**src/rtl/pll_ctrl_pkg.sv**
```systemverilog
// Shared definitions for the ECP5 PLL lock sequencer: state encoding,
// widths and a saturating retry-counter helper.
package pll_ctrl_pkg;

    localparam int STATE_W = 3;
    localparam int RETRY_W = 4;

    typedef enum logic [STATE_W-1:0] {
        ST_RESET_PLL  = 3'd0,
        ST_WAIT_LOCK  = 3'd1,
        ST_STABLE     = 3'd2,
        ST_READY      = 3'd3,
        ST_FAIL       = 3'd4,
        ST_PHASE_STEP = 3'd5
    } state_t;

    function automatic logic [RETRY_W-1:0] retry_sat_inc(input logic [RETRY_W-1:0] v);
        return (v == {RETRY_W{1'b1}}) ? v : v + 1'b1;
    endfunction

    // PHASE_STEP keeps ready high, so it counts as a ready state.
    function automatic logic is_ready_state(input state_t s);
        return (s == ST_READY) || (s == ST_PHASE_STEP);
    endfunction

endpackage

```
**src/rtl/pll_lock_ctrl_sync_1bit.sv**
```systemverilog
// Two-flop synchroniser bringing the asynchronous PLL lock into clk.
module sync_1bit (
    input  logic clk,
    input  logic rst,
    input  logic d,
    output logic q
);

    logic meta_reg;
    logic sync_reg;

    always_ff @(posedge clk or posedge rst) begin
        if (rst) begin
            meta_reg <= 1'b0;
            sync_reg <= 1'b0;
        end else begin
            meta_reg <= d;
            sync_reg <= meta_reg;
        end
    end

    assign q = sync_reg;

endmodule

```
**src/rtl/pll_lock_ctrl.sv**
```systemverilog
// EHXPLLL reset/lock sequencer with timeout, bounded retry and relock.
// Optional dynamic phase stepping when PLL_LOCK_CTRL_PHASE_STEP_EN is defined.
module pll_lock_ctrl
    import pll_ctrl_pkg::*;
#(
    parameter int RST_PULSE_CYCLES    = 16,
    parameter int LOCK_STABLE_CYCLES  = 1024,
    parameter int LOCK_TIMEOUT_CYCLES = 65536,
    parameter int MAX_RETRIES         = 3,
    parameter int PS_PULSE_CYCLES     = 4
) (
    input  logic               clk,
    input  logic               rst,
    input  logic               pll_locked,
    input  logic               relock_req,
    output logic               pll_rst,
    output logic               sys_rst_req,
    output logic               ready,
    output logic               fail,
    output logic               lock_lost,
`ifdef PLL_LOCK_CTRL_PHASE_STEP_EN
    input  logic               ps_req,
    input  logic               ps_dir,
    output logic               ps_ack,
    output logic               pll_phasestep,
    output logic               pll_phasedir,
`endif
    output logic [RETRY_W-1:0] retry_count
);

    localparam int MAX_A  = (RST_PULSE_CYCLES > LOCK_STABLE_CYCLES) ? RST_PULSE_CYCLES : LOCK_STABLE_CYCLES;
    localparam int MAX_B  = (LOCK_TIMEOUT_CYCLES > 2 * PS_PULSE_CYCLES) ? LOCK_TIMEOUT_CYCLES : 2 * PS_PULSE_CYCLES;
    localparam int MAX_C  = (MAX_A > MAX_B) ? MAX_A : MAX_B;
    localparam int CNT_W  = $clog2(MAX_C) + 1;

    localparam logic [CNT_W-1:0] RST_LAST     = CNT_W'(RST_PULSE_CYCLES - 1);
    localparam logic [CNT_W-1:0] STABLE_LAST  = CNT_W'(LOCK_STABLE_CYCLES - 1);
    localparam logic [CNT_W-1:0] TIMEOUT_LAST = CNT_W'(LOCK_TIMEOUT_CYCLES - 1);

    logic lock_s;

    sync_1bit u_lock_sync (
        .clk (clk),
        .rst (rst),
        .d   (pll_locked),
        .q   (lock_s)
    );

    state_t             state_reg, state_next;
    logic [CNT_W-1:0]   cnt_reg, cnt_next;
    logic [RETRY_W-1:0] retry_reg, retry_next, retry_inc;
    logic               lock_lost_reg, lock_lost_next;
    logic               pll_rst_reg, sys_rst_req_reg, ready_reg, fail_reg;
    logic               lock_drop;

`ifdef PLL_LOCK_CTRL_PHASE_STEP_EN
    localparam logic [CNT_W-1:0] PS_HIGH_LAST = CNT_W'(PS_PULSE_CYCLES - 1);
    localparam logic [CNT_W-1:0] PS_LOW_LAST  = CNT_W'(2 * PS_PULSE_CYCLES - 1);

    logic phasestep_reg, phasestep_next;
    logic phasedir_reg, phasedir_next;
    logic ps_ack_reg, ps_ack_next;
`endif

    assign retry_inc = retry_sat_inc(retry_reg);
    assign lock_drop = is_ready_state(state_reg) && !lock_s;

    always_comb begin
        state_next     = state_reg;
        cnt_next       = cnt_reg + 1'b1;
        retry_next     = retry_reg;
        lock_lost_next = lock_lost_reg;
`ifdef PLL_LOCK_CTRL_PHASE_STEP_EN
        phasestep_next = phasestep_reg;
        phasedir_next  = phasedir_reg;
        ps_ack_next    = 1'b0;
`endif
        case (state_reg)
            ST_RESET_PLL: begin
                if (cnt_reg == RST_LAST) begin
                    state_next = ST_WAIT_LOCK;
                    cnt_next   = '0;
                end
            end
            ST_WAIT_LOCK: begin
                if (lock_s) begin
                    state_next = ST_STABLE;
                    cnt_next   = '0;
                end else if (cnt_reg == TIMEOUT_LAST) begin
                    retry_next = retry_inc;
                    state_next = (int'(retry_inc) > MAX_RETRIES) ? ST_FAIL : ST_RESET_PLL;
                    cnt_next   = '0;
                end
            end
            ST_STABLE: begin
                // A single dropout restarts the wait without charging a retry.
                if (!lock_s) begin
                    state_next = ST_WAIT_LOCK;
                    cnt_next   = '0;
                end else if (cnt_reg == STABLE_LAST) begin
                    state_next = ST_READY;
                    retry_next = '0;
                    cnt_next   = '0;
                end
            end
            ST_READY: begin
                cnt_next = '0;
                if (!lock_s) begin
                    lock_lost_next = 1'b1;
                    state_next     = ST_RESET_PLL;
                end else if (relock_req) begin
                    state_next = ST_RESET_PLL;
                end
`ifdef PLL_LOCK_CTRL_PHASE_STEP_EN
                else if (ps_req) begin
                    state_next     = ST_PHASE_STEP;
                    phasedir_next  = ps_dir;
                    phasestep_next = 1'b1;
                end
`endif
            end
            ST_FAIL: begin
                cnt_next = '0;
            end
`ifdef PLL_LOCK_CTRL_PHASE_STEP_EN
            ST_PHASE_STEP: begin
                if (!lock_s) begin
                    lock_lost_next = 1'b1;
                    phasestep_next = 1'b0;
                    state_next     = ST_RESET_PLL;
                    cnt_next       = '0;
                end else if (relock_req) begin
                    phasestep_next = 1'b0;
                    state_next     = ST_RESET_PLL;
                    cnt_next       = '0;
                end else if (cnt_reg == PS_HIGH_LAST) begin
                    phasestep_next = 1'b0;
                end else if (cnt_reg == PS_LOW_LAST) begin
                    ps_ack_next = 1'b1;
                    state_next  = ST_READY;
                    cnt_next    = '0;
                end
            end
`endif
            default: begin
                state_next = ST_RESET_PLL;
                cnt_next   = '0;
            end
        endcase

        // Relock overrides everything; a same-cycle lock loss still leaves lock_lost set.
        if (relock_req) begin
            state_next     = ST_RESET_PLL;
            cnt_next       = '0;
            retry_next     = '0;
            lock_lost_next = lock_drop;
`ifdef PLL_LOCK_CTRL_PHASE_STEP_EN
            phasestep_next = 1'b0;
            ps_ack_next    = 1'b0;
`endif
        end
    end

    always_ff @(posedge clk or posedge rst) begin
        if (rst) begin
            state_reg       <= ST_RESET_PLL;
            cnt_reg         <= '0;
            retry_reg       <= '0;
            lock_lost_reg   <= 1'b0;
            pll_rst_reg     <= 1'b1;
            sys_rst_req_reg <= 1'b1;
            ready_reg       <= 1'b0;
            fail_reg        <= 1'b0;
`ifdef PLL_LOCK_CTRL_PHASE_STEP_EN
            phasestep_reg   <= 1'b0;
            phasedir_reg    <= 1'b0;
            ps_ack_reg      <= 1'b0;
`endif
        end else begin
            state_reg       <= state_next;
            cnt_reg         <= cnt_next;
            retry_reg       <= retry_next;
            lock_lost_reg   <= lock_lost_next;
            pll_rst_reg     <= (state_next == ST_RESET_PLL) || (state_next == ST_FAIL);
            sys_rst_req_reg <= !is_ready_state(state_next);
            ready_reg       <= is_ready_state(state_next);
            fail_reg        <= (state_next == ST_FAIL);
`ifdef PLL_LOCK_CTRL_PHASE_STEP_EN
            phasestep_reg   <= phasestep_next;
            phasedir_reg    <= phasedir_next;
            ps_ack_reg      <= ps_ack_next;
`endif
        end
    end

    assign pll_rst     = pll_rst_reg;
    assign sys_rst_req = sys_rst_req_reg;
    assign ready       = ready_reg;
    assign fail        = fail_reg;
    assign lock_lost   = lock_lost_reg;
    assign retry_count = retry_reg;
`ifdef PLL_LOCK_CTRL_PHASE_STEP_EN
    assign ps_ack        = ps_ack_reg;
    assign pll_phasestep = phasestep_reg;
    assign pll_phasedir  = phasedir_reg;
`endif

endmodule

```
**config.mk**
```make
export PLATFORM = sky130hd
export DESIGN_NAME = pll_lock_ctrl
export DESIGN_NICKNAME = d
export VERILOG_FILES = /design/src/rtl/pll_ctrl_pkg.sv /design/src/rtl/pll_lock_ctrl_sync_1bit.sv /design/src/rtl/pll_lock_ctrl.sv
export SDC_FILE = /design/constraint.sdc
export NUM_CORES = 1
export LEC_CHECK = 0
export ABC_CLOCK_PERIOD_IN_PS = 4300
export BUFFER_PORTS_ARGS = -buffer_cell sky130_fd_sc_hd__buf_2
export CELL_PAD_IN_SITES_DETAIL_PLACEMENT = 2
export CELL_PAD_IN_SITES_GLOBAL_PLACEMENT = 2
export CORE_AREA = 2 2 71 73
export CTS_CLUSTER_SIZE = 25
export DETAILED_ROUTE_END_ITERATION = 7
export DIE_AREA = 0 0 73 75
export PLACE_DENSITY_LB_ADDON = 0.2
export REMOVE_ABC_BUFFERS = 1
export SLEW_MARGIN = 0
export SYNTH_ARGS = -nofsm -noshare
export SYNTH_HDL_FRONTEND = slang
export SYNTH_SLANG_ARGS = --single-unit
```
**constraint.sdc**
```tcl
create_clock -name clk -period 4.3 [get_ports clk]
set_clock_uncertainty 0.15 [all_clocks]
set_input_delay 0.215 -clock clk [delete_from_list [all_inputs] [get_ports clk]]
set_output_delay 0.215 -clock clk [all_outputs]
set_load 0.005 [all_outputs]
```
==> impl_metrics.py, run 1 <==
metrics = {
    "synthesis": {
        "synth_area_leaders": "dfrtp_1 42%, nor3_1 5.8%, xor2_1 4.6%",
        "yosys_most_used_dff": "dfrtp_1",
        "yosys.area_share.xor_xnor": 0.07148,
        "synth_mux_area_frac": 0.005835,
        "synth-compound-area-share": 0.1087,
        "synth.top_cell.area_share": 0.4230,
        "synth-edff-count": 0,
        "synth-async-reset-ratio": 1.000,
        "yosysSeqAreaShare": 0.4537,
        "avgSynthCellArea_um2": 9.973,
        "yosysWarnings": 0,
        "netlist_area_um2": 1715,
        "yosysMostFrequentCell": "dfrtp_1",
        "syn-instance-count": 172,
        "synthAdderAreaFrac": 0.02918,
        "yosys-top-cells-count": "29 x dfrtp_1, 20 x nor3_1, 16 x nand2_1, 11 x nor2_1, 10 x nand3_1",
        "synth_top_family_by_area": "simple AND/OR/NAND/NOR gates",
        "synth_seq_cells": 31,
        "synthSimpleGateAreaFrac": 0.2794,
        "yosysTopAreaCell": "dfrtp_1",
        "ys_types": 53,
    },
    "critical_path": {
        "cp_max_fo": 8,
        "rrSetupSlack_ns": 1.27,
        "crit_buf_inv": 2,
        "reg2reg_depth": 11,
        "crit_path_cell_trace": "ha_1 > nand3_1 > nor3_1 > buf_4 > nand3_1 > inv_1 > ha_1 > or3b_1 > a21o_1 > or4b_1 > a21oi_1",
        "arrival_ns": 3.09,
        "start_kind": "flip-flop",
        "r2r_start": "cnt_reg[0]",
        "timing.rr.end": "retry_count[0]",
        "crit_start": "cnt_reg[0]",
        "slowest_delay_ns": 0.47,
        "endpoint": "retry_count[0]",
        "slowest_stage": "or4b_1",
        "worst-setup-path-type": "flip-flop to flip-flop",
        "cp_num_cells": 11,
        "end_kind": "flip-flop",
        "critPathRequiredTime_ns": 4.36,
        "crit_family": "simple AND/OR/NAND/NOR gates",
    },
    "placed_design": {
        "io_buffers": 12,
        "dp_hpwl_mm": 2.966,
        "gp_congestion": 0.8011,
        "dp_cells": 234,
        "place_area_um2": 1792,
    },
    "clock_tree": {
        "cts_sinks": 31,
        "cts_setup_buffers": 0,
        "cts_hold_buf": 2,
        "numCtsBuffers": 5,
        "tritoncts": "done",
        "htreeDepth": 2,
        "clock_latency_ns": 0.29,
        "cts_root_buffer": "clkbuf_8",
        "clock_path_buffers": 2,
        "clk_pin_slew_worst_paths_ns": 0.07,
        "post_cts_resized": 0,
    },
    "final_layout": {
        "synthToLayoutAreaGrowth_pct": 12.47,
        "regArea_um2": 778.2,
        "layout-drive-gt1-share": 0.1947,
        "finalInstanceArea_um2": 1929,
        "nets": 197,
        "antennaDiodeCount": 0,
        "largest_reg_flops": 17,
        "multi_input_area_um2": 848.3,
        "fill_cells": 517,
        "instances_no_fill": 244,
    },
    "die": {
        "io_pins": 13,
        "dieWidth_um": 73,
        "core.rowCount": 25,
        "start_util": 0.3681,
        "die-height_um": 75,
        "die_area_um2": 5475,
        "core_area_um2": 4661,
    },
    "grt": {
        "grtUsageTotal": 0.1770,
        "first_global_vias": 1486,
        "grt_pass1_wl_mm": 7.258,
        "grt_overflow": 0,
        "antenna_found_initial": 0,
        "grt_max_degree": 32,
    },
    "power_and_ir_drop": {
        "powerDensity_nw_per_um2": 320.0,
        "p_leak_nw": 0.8462,
        "ir_worst_vdd_mv": 0.2012,
    },
    "sta": {
        "fin_crit_ns": 3.032,
        "maxSlewHeadroom": 0.4722,
        "report.final.slew_viol_count": 0,
        "rsz0062_at_grt": "no",
        "hold_violations": 0,
        "min_period_over_period": 0.7050,
        "setup_viol_count_final": 0,
        "fmax_mhz": 329.9,
        "fin_tns_setup_ns": 0,
        "tightest_slew_ns": 0.7900,
    },
    "worst_hold_path": {
        "hold_class": "input pin to flip-flop",
    },
    "drt": {
        "vias": 1341,
        "drt_iter0_drc": 79,
        "first_pass_iters": 4,
        "wl_per_cell_um": 17.11,
        "wirelength_mm": 4.176,
        "routed_via_density": 5.496,
        "antenna_left": 0,
        "drc_errors": 0,
    },
    "status": {
        "status": "finished clean",
    },
    "flow_run": {
        "max-cap-violations": 0,
    },
}
==> kinds of logic (layout without fill, tap and decap cells) <==
logic type	Yosys count	after routing
muxes	1	1
and+or+nand+nor	84	84
DFF	31	31
adders and majority gates	4	4
xor gates and xnor gates	14	14
AOI/OAI and AO/OA	26	26
buffers and inverters	12	30
==> worst reg2reg max path, delay by kind of cell, from the launching register on <==
family                     cells  cell delay, ns
buffers and inverters          2            0.26
and+or+nand+nor                5            1.34
DFF                            1            0.39
AOI/OAI and AO/OA              2            0.38
adders and majority gates      2            0.44
==> how the worst min path moves through the flow <==
| stage | from | end | cells past startpoint |
|---|---|---|---|
| global route | relock_req | fail | 2 |
| CTS | relock_req | fail | 2 |
| finish | relock_req | fail | 2 |
| floorplan | pll_locked | u_lock_sync.meta_reg | 0 |
| detailed placement | rst | ready | 3 |
| global placement | rst | state_reg[0] | 3 |
==> final cells by class <==
| cell class | count | area share |
|---|---|---|
| Sequential cell | 31 | 0.4034 |
| Clock inverter | 2 | 0.01816 |
| Multi-Input combinational cell | 129 | 0.4397 |
| Tap cell | 54 | 0.03502 |
| Inverter | 6 | 0.01167 |
| Timing Repair Buffer | 16 | 0.04929 |
| Clock buffer | 6 | 0.04280 |
==> power by group <==
| group | internal [mW] | leakage (nW) | total [mW] | switching, mW |
|---|---|---|---|---|
| registers | 0.295 | 0.419 | 0.298 | 0.00334 |
| logic | 0.00681 | 0.366 | 0.0205 | 0.0137 |
| clock network | 0.187 | 0.0612 | 0.298 | 0.111 |
==> layer usage <==
layer	GRT usage	vias up	part of all wire	wire length, um
met5	0	-	0	0
met4	0.06173	0	0.0081	34
met3	0.04418	4	0.023	94
met2	0.3193	14	0.53	2219
met1	0.2039	678	0.44	1827
li1	-	645	-	-
==> cell usage in the layout (no fill, tap or decap), drive strengths merged, types with 2 or more instances in the layout <==
cell type | synthesis | layout
nor2 | 11 | 11
and3 | 4 | 4
nor3 | 20 | 20
inv | 6 | 6
dlygate4sd3 | 0 | 2
a21oi | 7 | 7
ha | 4 | 4
nand3 | 10 | 10
a31oi | 2 | 2
o21ai | 3 | 3
or4b | 2 | 2
dfstp | 2 | 2
nand2 | 16 | 16
buf | 2 | 14
nand2b | 3 | 3
a21boi | 2 | 2
dfrtp | 29 | 29
xor2 | 9 | 9
a21o | 2 | 2
nor3b | 3 | 3
clkbuf | 3 | 6
nor4 | 3 | 3
xnor2 | 5 | 5
==> through the flow <==
step	setup slack [ns]	hold slack (ns)	power, mW	utilization
global route	1.052	0.1528	0.6421	0.4140
finish	1.268	0.1229	0.6174	0.4140
global placement	1.436	0.1621	0.3221	0.3844
CTS	1.238	0.1239	0.6243	0.4140
detailed placement	1.276	0.1747	0.3239	0.3844
floorplan	1.275	0.09643	0.3147	-
(Power assumes the default switching activity.)
==> inputs of run 2 (changes only) <==
Settings changed: ABC_CLOCK_PERIOD_IN_PS 4300 to 2500, CORE_AREA 2 2 71 73 to 2 2 75 77, DIE_AREA 0 0 73 75 to 0 0 77 79.
Clock period 4.3 ns to 2.5 ns, I/O delays scaled along.
==> run 2 against run 1 <==
  * The run now ends with setup timing left
  * Largest cell class unchanged
  * Critical path type unchanged
  * Maximum frequency is 14% higher
  * Final cell count is 20% higher
  * Total power is 52% higher
  * Utilization is 1.1 points higher
  * Via count is 15% higher
==> impl_metrics.py, run 2 (synthesis gave the netlist of run 1 again) <==
metrics = {
    "status": {
        "status": "finished with violations",
        "violations": "setup timing",
    },
    "final_layout": {
        "largest_reg_flops": 17,
        "fill_cells": 603,
        "layout-drive-gt1-share": 0.3559,
        "regArea_um2": 778.2,
        "multi_input_area_um2": 939.7,
        "final_cell_mix": "30 x buf_4, 29 x dfrtp_1, 18 x nor3_1",
        "synthToLayoutAreaGrowth_pct": 32.24,
        "nets": 230,
        "utilization": 0.4250,
        "layout_commonest_cell": "buf_4",
        "instances_no_fill": 294,
        "antennaDiodeCount": 0,
    },
    "clock_tree": {
        "numCtsBuffers": 5,
        "tritoncts": "done",
        "clock_path_buffers": 2,
        "clock_latency_ns": 0.28,
        "clk_pin_slew_worst_paths_ns": 0.07,
        "cts_root_buffer": "clkbuf_8",
        "cts_sinks": 31,
        "htreeDepth": 2,
    },
    "grt": {
        "grt_overflow": 0,
        "antenna_found_initial": 0,
        "grt_max_degree": 19,
        "grtUsageTotal": 0.1824,
        "first_global_vias": 1655,
        "grt_pass1_wl_mm": 8.514,
    },
    "power_and_ir_drop": {
        "p_leak_nw": 1.009,
        "power.clock.fraction": 0.398,
        "comb_power_share": 0.054,
        "internal_power_uw": 719.5,
        "p_total_uw": 935.7,
        "p_sw_uw": 216.2,
        "powerDensity_nw_per_um2": 412.5,
        "power_frac_seq": 0.547,
        "switching_share": 0.2310,
        "ir_worst_vdd_mv": 0.2398,
    },
    "critical_path": {
        "reg2reg_depth": 13,
        "worst-setup-path-type": "flip-flop to flip-flop",
        "crit_start": "cnt_reg[7]",
        "timing.rr.end": "cnt_reg[16]",
        "critPathRequiredTime_ns": 2.51,
        "rrSetupSlack_ns": -0.15,
        "arrival_ns": 2.66,
        "start_kind": "flip-flop",
        "r2r_start": "cnt_reg[7]",
        "cp_max_fo": 2,
        "end_kind": "flip-flop",
    },
    "sta": {
        "tightest_slew_ns": 1.103,
        "fin_crit_ns": 2.653,
        "worst_slack_ns": -0.1526,
        "rsz0062_at_grt": "yes",
        "hold_violations": 0,
        "setup_viol_count_final": 11,
        "min_period_over_period": 1.061,
        "maxSlewHeadroom": 0.2630,
        "report.final.slew_viol_count": 0,
        "fmax_mhz": 377.0,
    },
    "die": {
        "die-height_um": 79,
        "io_pins": 13,
        "die_area_um2": 6083,
        "start_util": 0.3214,
        "dieWidth_um": 77,
        "core_area_um2": 5338,
        "core.rowCount": 27,
    },
    "placed_design": {
        "io_buffers": 12,
        "pre_cts_ws_ns": -0.1863,
        "gp_congestion": 0.7700,
        "dp_cells": 272,
        "dp_hpwl_mm": 3.605,
    },
    "drt": {
        "vias": 1536,
        "wirelength_mm": 5.542,
        "drt_iter0_drc": 71,
        "antenna_left": 0,
        "drc_errors": 0,
        "wl_per_cell_um": 18.85,
        "first_pass_iters": 4,
        "routed_via_density": 5.224,
    },
    "flow_run": {
        "max-cap-violations": 0,
    },
    "worst_hold_path": {
        "hold_depth": 2,
        "worstHoldStart": "relock_req",
        "hold_class": "input pin to flip-flop",
        "min_to": "retry_count[0]",
    },
}
[run 2: what timing repair did]
action,CTS,global route
endpoints found under the hold margin,18,0
hold buffers,2,0
resized for setup,3,21
cloned,0,0
endpoints found under the setup margin,5,11
pin swaps,2,3
setup buffers,9,7
[run 2: metal layers]
metal | global-route usage | part of all wire | up-vias
li1 | - | - | 714
met1 | 0.2102 | 0.41 | 788
met2 | 0.3447 | 0.55 | 23
met3 | 0.03295 | 0.020 | 11
met4 | 0.05357 | 0.026 | 0
met5 | 0 | 0 | -
[run 2: metrics by stage]
stage	TNS [ns]	hold slack (ns)	cell area, um^2
floorplan	-1.399	0.006430	1649
global placement	-0.02092	0.08509	1964
detailed placement	-0.3451	0.08598	1964
CTS	-0.05337	0.03928	2141
global route	-3.489	0.07641	2268
finish	-0.4600	0.05834	2268
[run 2: power groups by stage]
stage	logic, mW	registers (mW)	clock network [mW]
2_1_floorplan	0.0206	0.521	0
3_3_place_gp	0.0414	0.520	0
3_5_place_dp	0.0459	0.521	0
4_1_cts	0.0518	0.512	0.383
5_1_grt	0.0566	0.513	0.406
6_report	0.0509	0.512	0.373
[run 2: worst max-delay path by stage]
stage                      to  slack [ns]
4_1_cts        retry_count[0]       -0.04
5_1_grt        retry_count[0]       -0.26
3_3_place_gp   retry_count[0]       -0.02
6_report          cnt_reg[16]       -0.15
3_5_place_dp   retry_count[0]       -0.19
2_1_floorplan  retry_count[0]       -0.53
[run 2: area by class of cell]
type	count	area share
multi-input combinational	129	0.4142
tap	72	0.03971
inverter	6	0.009928
sequential	31	0.3431
timing repair buffer	49	0.1594
clock buffer	7	0.03365
[run 2: worst max-delay path, cell delays in order, from the launching register on]
cell and delay (ns):
dfrtp_1 0.38, nand4_1 0.24, nor3_4 0.28, nand3_2 0.12, buf_4 0.16, buf_6 0.11, buf_6 0.10, buf_6 0.10
buf_4 0.12, buf_4 0.12, buf_4 0.12, buf_4 0.14, ha_4 0.15, a22o_1 0.24
==> inputs of run 3 (changes only) <==
Settings changed: ABC_AREA set to 1, CORE_AREA 2 2 75 77 to 2 2 81 83, DIE_AREA 0 0 77 79 to 0 0 83 85.
==> run 3 against run 2 <==
  * The run now ends clean
  * Hold slack better by 0.14 ns
  * Critical path depth rose by 4
  * Non-clock buffer count is 27 lower
  * First-iteration DRC count decreased by 52%
  * Synthesized cell count rose by 47%
  * Utilization is 7.0 points lower
  * Sequential power is 2% higher
  * Design area fell by 2.9%
  * Combinational power rose by 27%
  * Die area is 16% higher
  * Clock power up 13%
  * Highest routed layer unchanged
==> impl_metrics.py, run 3 <==
metrics = {
    "die": {
        "core.rowCount": 29,
        "dieWidth_um": 83,
        "die-height_um": 85,
        "io_pins": 13,
        "die_area_um2": 7055,
        "core_area_um2": 6205,
        "start_util": 0.2962,
    },
    "drt": {
        "first_pass_iters": 4,
        "routed_via_density": 4.636,
        "drt_iter0_drc": 34,
        "antenna_left": 0,
        "vias": 1655,
        "drc_errors": 0,
        "wl_per_cell_um": 14.32,
        "wirelength_mm": 5.111,
    },
    "flow_run": {
        "max-cap-violations": 0,
    },
    "worst_hold_path": {
        "worstHoldStart": "u_lock_sync.meta_reg",
        "hold_class": "flip-flop to flip-flop",
    },
    "final_layout": {
        "nets": 287,
        "antennaDiodeCount": 0,
        "fill_cells": 747,
        "synthToLayoutAreaGrowth_pct": 19.81,
        "layout-drive-gt1-share": 0.1893,
        "final_cell_mix": "62 x nand2_1, 44 x inv_1, 37 x nor2_1",
        "layout_commonest_cell": "nand2_1",
        "largest_reg_flops": 17,
    },
    "synthesis": {
        "yosysSeqAreaShare": 0.4234,
        "netlist_area_um2": 1838,
        "synth_seq_cells": 31,
        "yosys-top-cells-count": "65 x nand2_1, 46 x inv_1, 38 x nor2_1, 29 x dfrtp_1, 24 x nand3_1",
        "yosysTopAreaCell": "dfrtp_1",
        "yosysMostFrequentCell": "nand2_1",
        "yosys_most_used_dff": "dfrtp_1",
        "avgSynthCellArea_um2": 7.294,
        "syn-instance-count": 252,
        "yosysWarnings": 0,
        "synth-edff-count": 0,
        "synth-async-reset-ratio": 1.000,
        "synth_area_leaders": "dfrtp_1 39%, nand2_1 13%, inv_1 9.4%",
        "synth.top_cell.area_share": 0.3948,
        "ys_types": 28,
    },
    "critical_path": {
        "rrSetupSlack_ns": 0.16,
        "worst-setup-path-type": "flip-flop to flip-flop",
        "end_kind": "flip-flop",
        "critPathRequiredTime_ns": 2.53,
        "crit_start": "cnt_reg[0]",
        "arrival_ns": 2.36,
        "r2r_start": "cnt_reg[0]",
        "start_kind": "flip-flop",
        "cp_max_fo": 4,
    },
    "power_and_ir_drop": {
        "power.clock.fraction": 0.418,
        "p_leak_nw": 1.216,
        "powerDensity_nw_per_um2": 459.1,
        "p_total_mw": 1.011,
        "power_frac_seq": 0.518,
        "p_sw_uw": 253.2,
        "ir_worst_vdd_mv": 0.2302,
        "switching_share": 0.2504,
        "internal_power_uw": 757.8,
        "comb_power_share": 0.064,
    },
    "grt": {
        "grt_pass1_wl_mm": 8.597,
        "grtUsageTotal": 0.1533,
        "antenna_found_initial": 0,
        "first_global_vias": 1756,
        "grt_overflow": 0,
        "grt_max_degree": 19,
    },
    "clock_tree": {
        "clock_latency_ns": 0.28,
        "cts_sinks": 31,
        "tritoncts": "done",
        "cts_root_buffer": "clkbuf_8",
        "numCtsBuffers": 5,
        "clk_pin_slew_worst_paths_ns": 0.07,
        "htreeDepth": 2,
        "clock_path_buffers": 2,
    },
    "sta": {
        "setup_viol_count_final": 0,
        "hold_violations": 0,
        "report.final.slew_viol_count": 0,
        "hold_ws_ns": 0.2013,
        "tightest_slew_ns": 0.7072,
        "maxSlewHeadroom": 0.5280,
        "fmax_mhz": 427.8,
        "min_period_over_period": 0.9349,
        "fin_crit_ns": 2.337,
    },
    "status": {
        "status": "finished clean",
    },
    "placed_design": {
        "dp_hpwl_mm": 3.869,
        "io_buffers": 12,
        "gp_congestion": 0.7689,
    },
}
-- run 3: cell type report --
class / instances / area [um^2] / area share
clock inverters: 1 / 5.005 / 0.002273
inverters: 47 / 176.4 / 0.08011
well taps: 77 / 96.34 / 0.04375
multi-input cells: 172 / 917.1 / 0.4165
clock buffers: 7 / 86.33 / 0.03920
flip-flops and latches: 31 / 778.2 / 0.3534
repair buffers: 22 / 142.6 / 0.06477
-- run 3: power by group through the flow --
| stage | clock [mW] | sequential [mW] | combinational [mW] |
|---|---|---|---|
| floorplan | 0 | 0.530 | 0.0354 |
| global placement | 0 | 0.532 | 0.0571 |
| detailed placement | 0 | 0.533 | 0.0586 |
| CTS | 0.446 | 0.523 | 0.0626 |
| global route | 0.465 | 0.525 | 0.0754 |
| finish | 0.423 | 0.524 | 0.0646 |
-- run 3: kinds of logic after synthesis --
family | after synthesis | synth area share
buffers and inverters | 49 | 0.1048
XOR/XNOR | 11 | 0.05242
AND/OR/NAND/NOR | 147 | 0.3581
AO/OA/AOI/OAI | 10 | 0.03404
adder cells (fa/ha/maj) | 4 | 0.02723
flip-flops | 31 | 0.4234
-- run 3: path summary, 6_finish.rpt --
path                            cells past startpoint             end
worst max-delay path                               17  retry_count[1]
worst min-delay path                                0   u_lock_sync.q
worst max register to register                     17  retry_count[1]
worst min register to register                      0   u_lock_sync.q
max in group asynchronous                           4     cnt_reg[10]
min in group asynchronous                           3      cnt_reg[3]
-- run 3: metrics by stage --
step                TNS [ns]  setup WS (ns)    util  instances  area [um^2]
global placement           0         0.1343  0.3212        341         1993
detailed placement         0        0.07068  0.3212        341         1993
finish                     0         0.1627  0.3549        357         2202
global route         -0.3182       -0.07375  0.3549        357         2202
CTS                        0        0.03892  0.3408        352         2115
floorplan                  0         0.3319       -        250         1822
-- run 3: repair_timing --
action | CTS | global route
hold buffers | 3 | 0
endpoints found under the setup margin | 0 | 24
resized for setup | 0 | 14
setup buffers | 0 | 5
endpoints found under the hold margin | 19 | 0
-- run 3: worst max-delay path, stage by stage, from the launching register on --
cell,delay [ns]
dfrtp_1,0.36
ha_2,0.19
nand2_2,0.07
inv_2,0.08
nand2_4,0.07
nor2_4,0.09
nand4_1,0.10
nor2_1,0.12
nand2_1,0.10
inv_2,0.08
ha_4,0.13
a31oi_2,0.09
nor3_2,0.18
nand2_1,0.12
nand2_2,0.11
inv_2,0.07
nand2_1,0.06
nand2_1,0.05
-- run 3: per-layer routing --
layer  wire (um)  up-vias  GRT usage
met5           0        -          0
met4          63        0    0.04471
met3          91        6    0.03210
met2        2475       14     0.2471
met1        2480      813     0.2087
li1            -      822          -
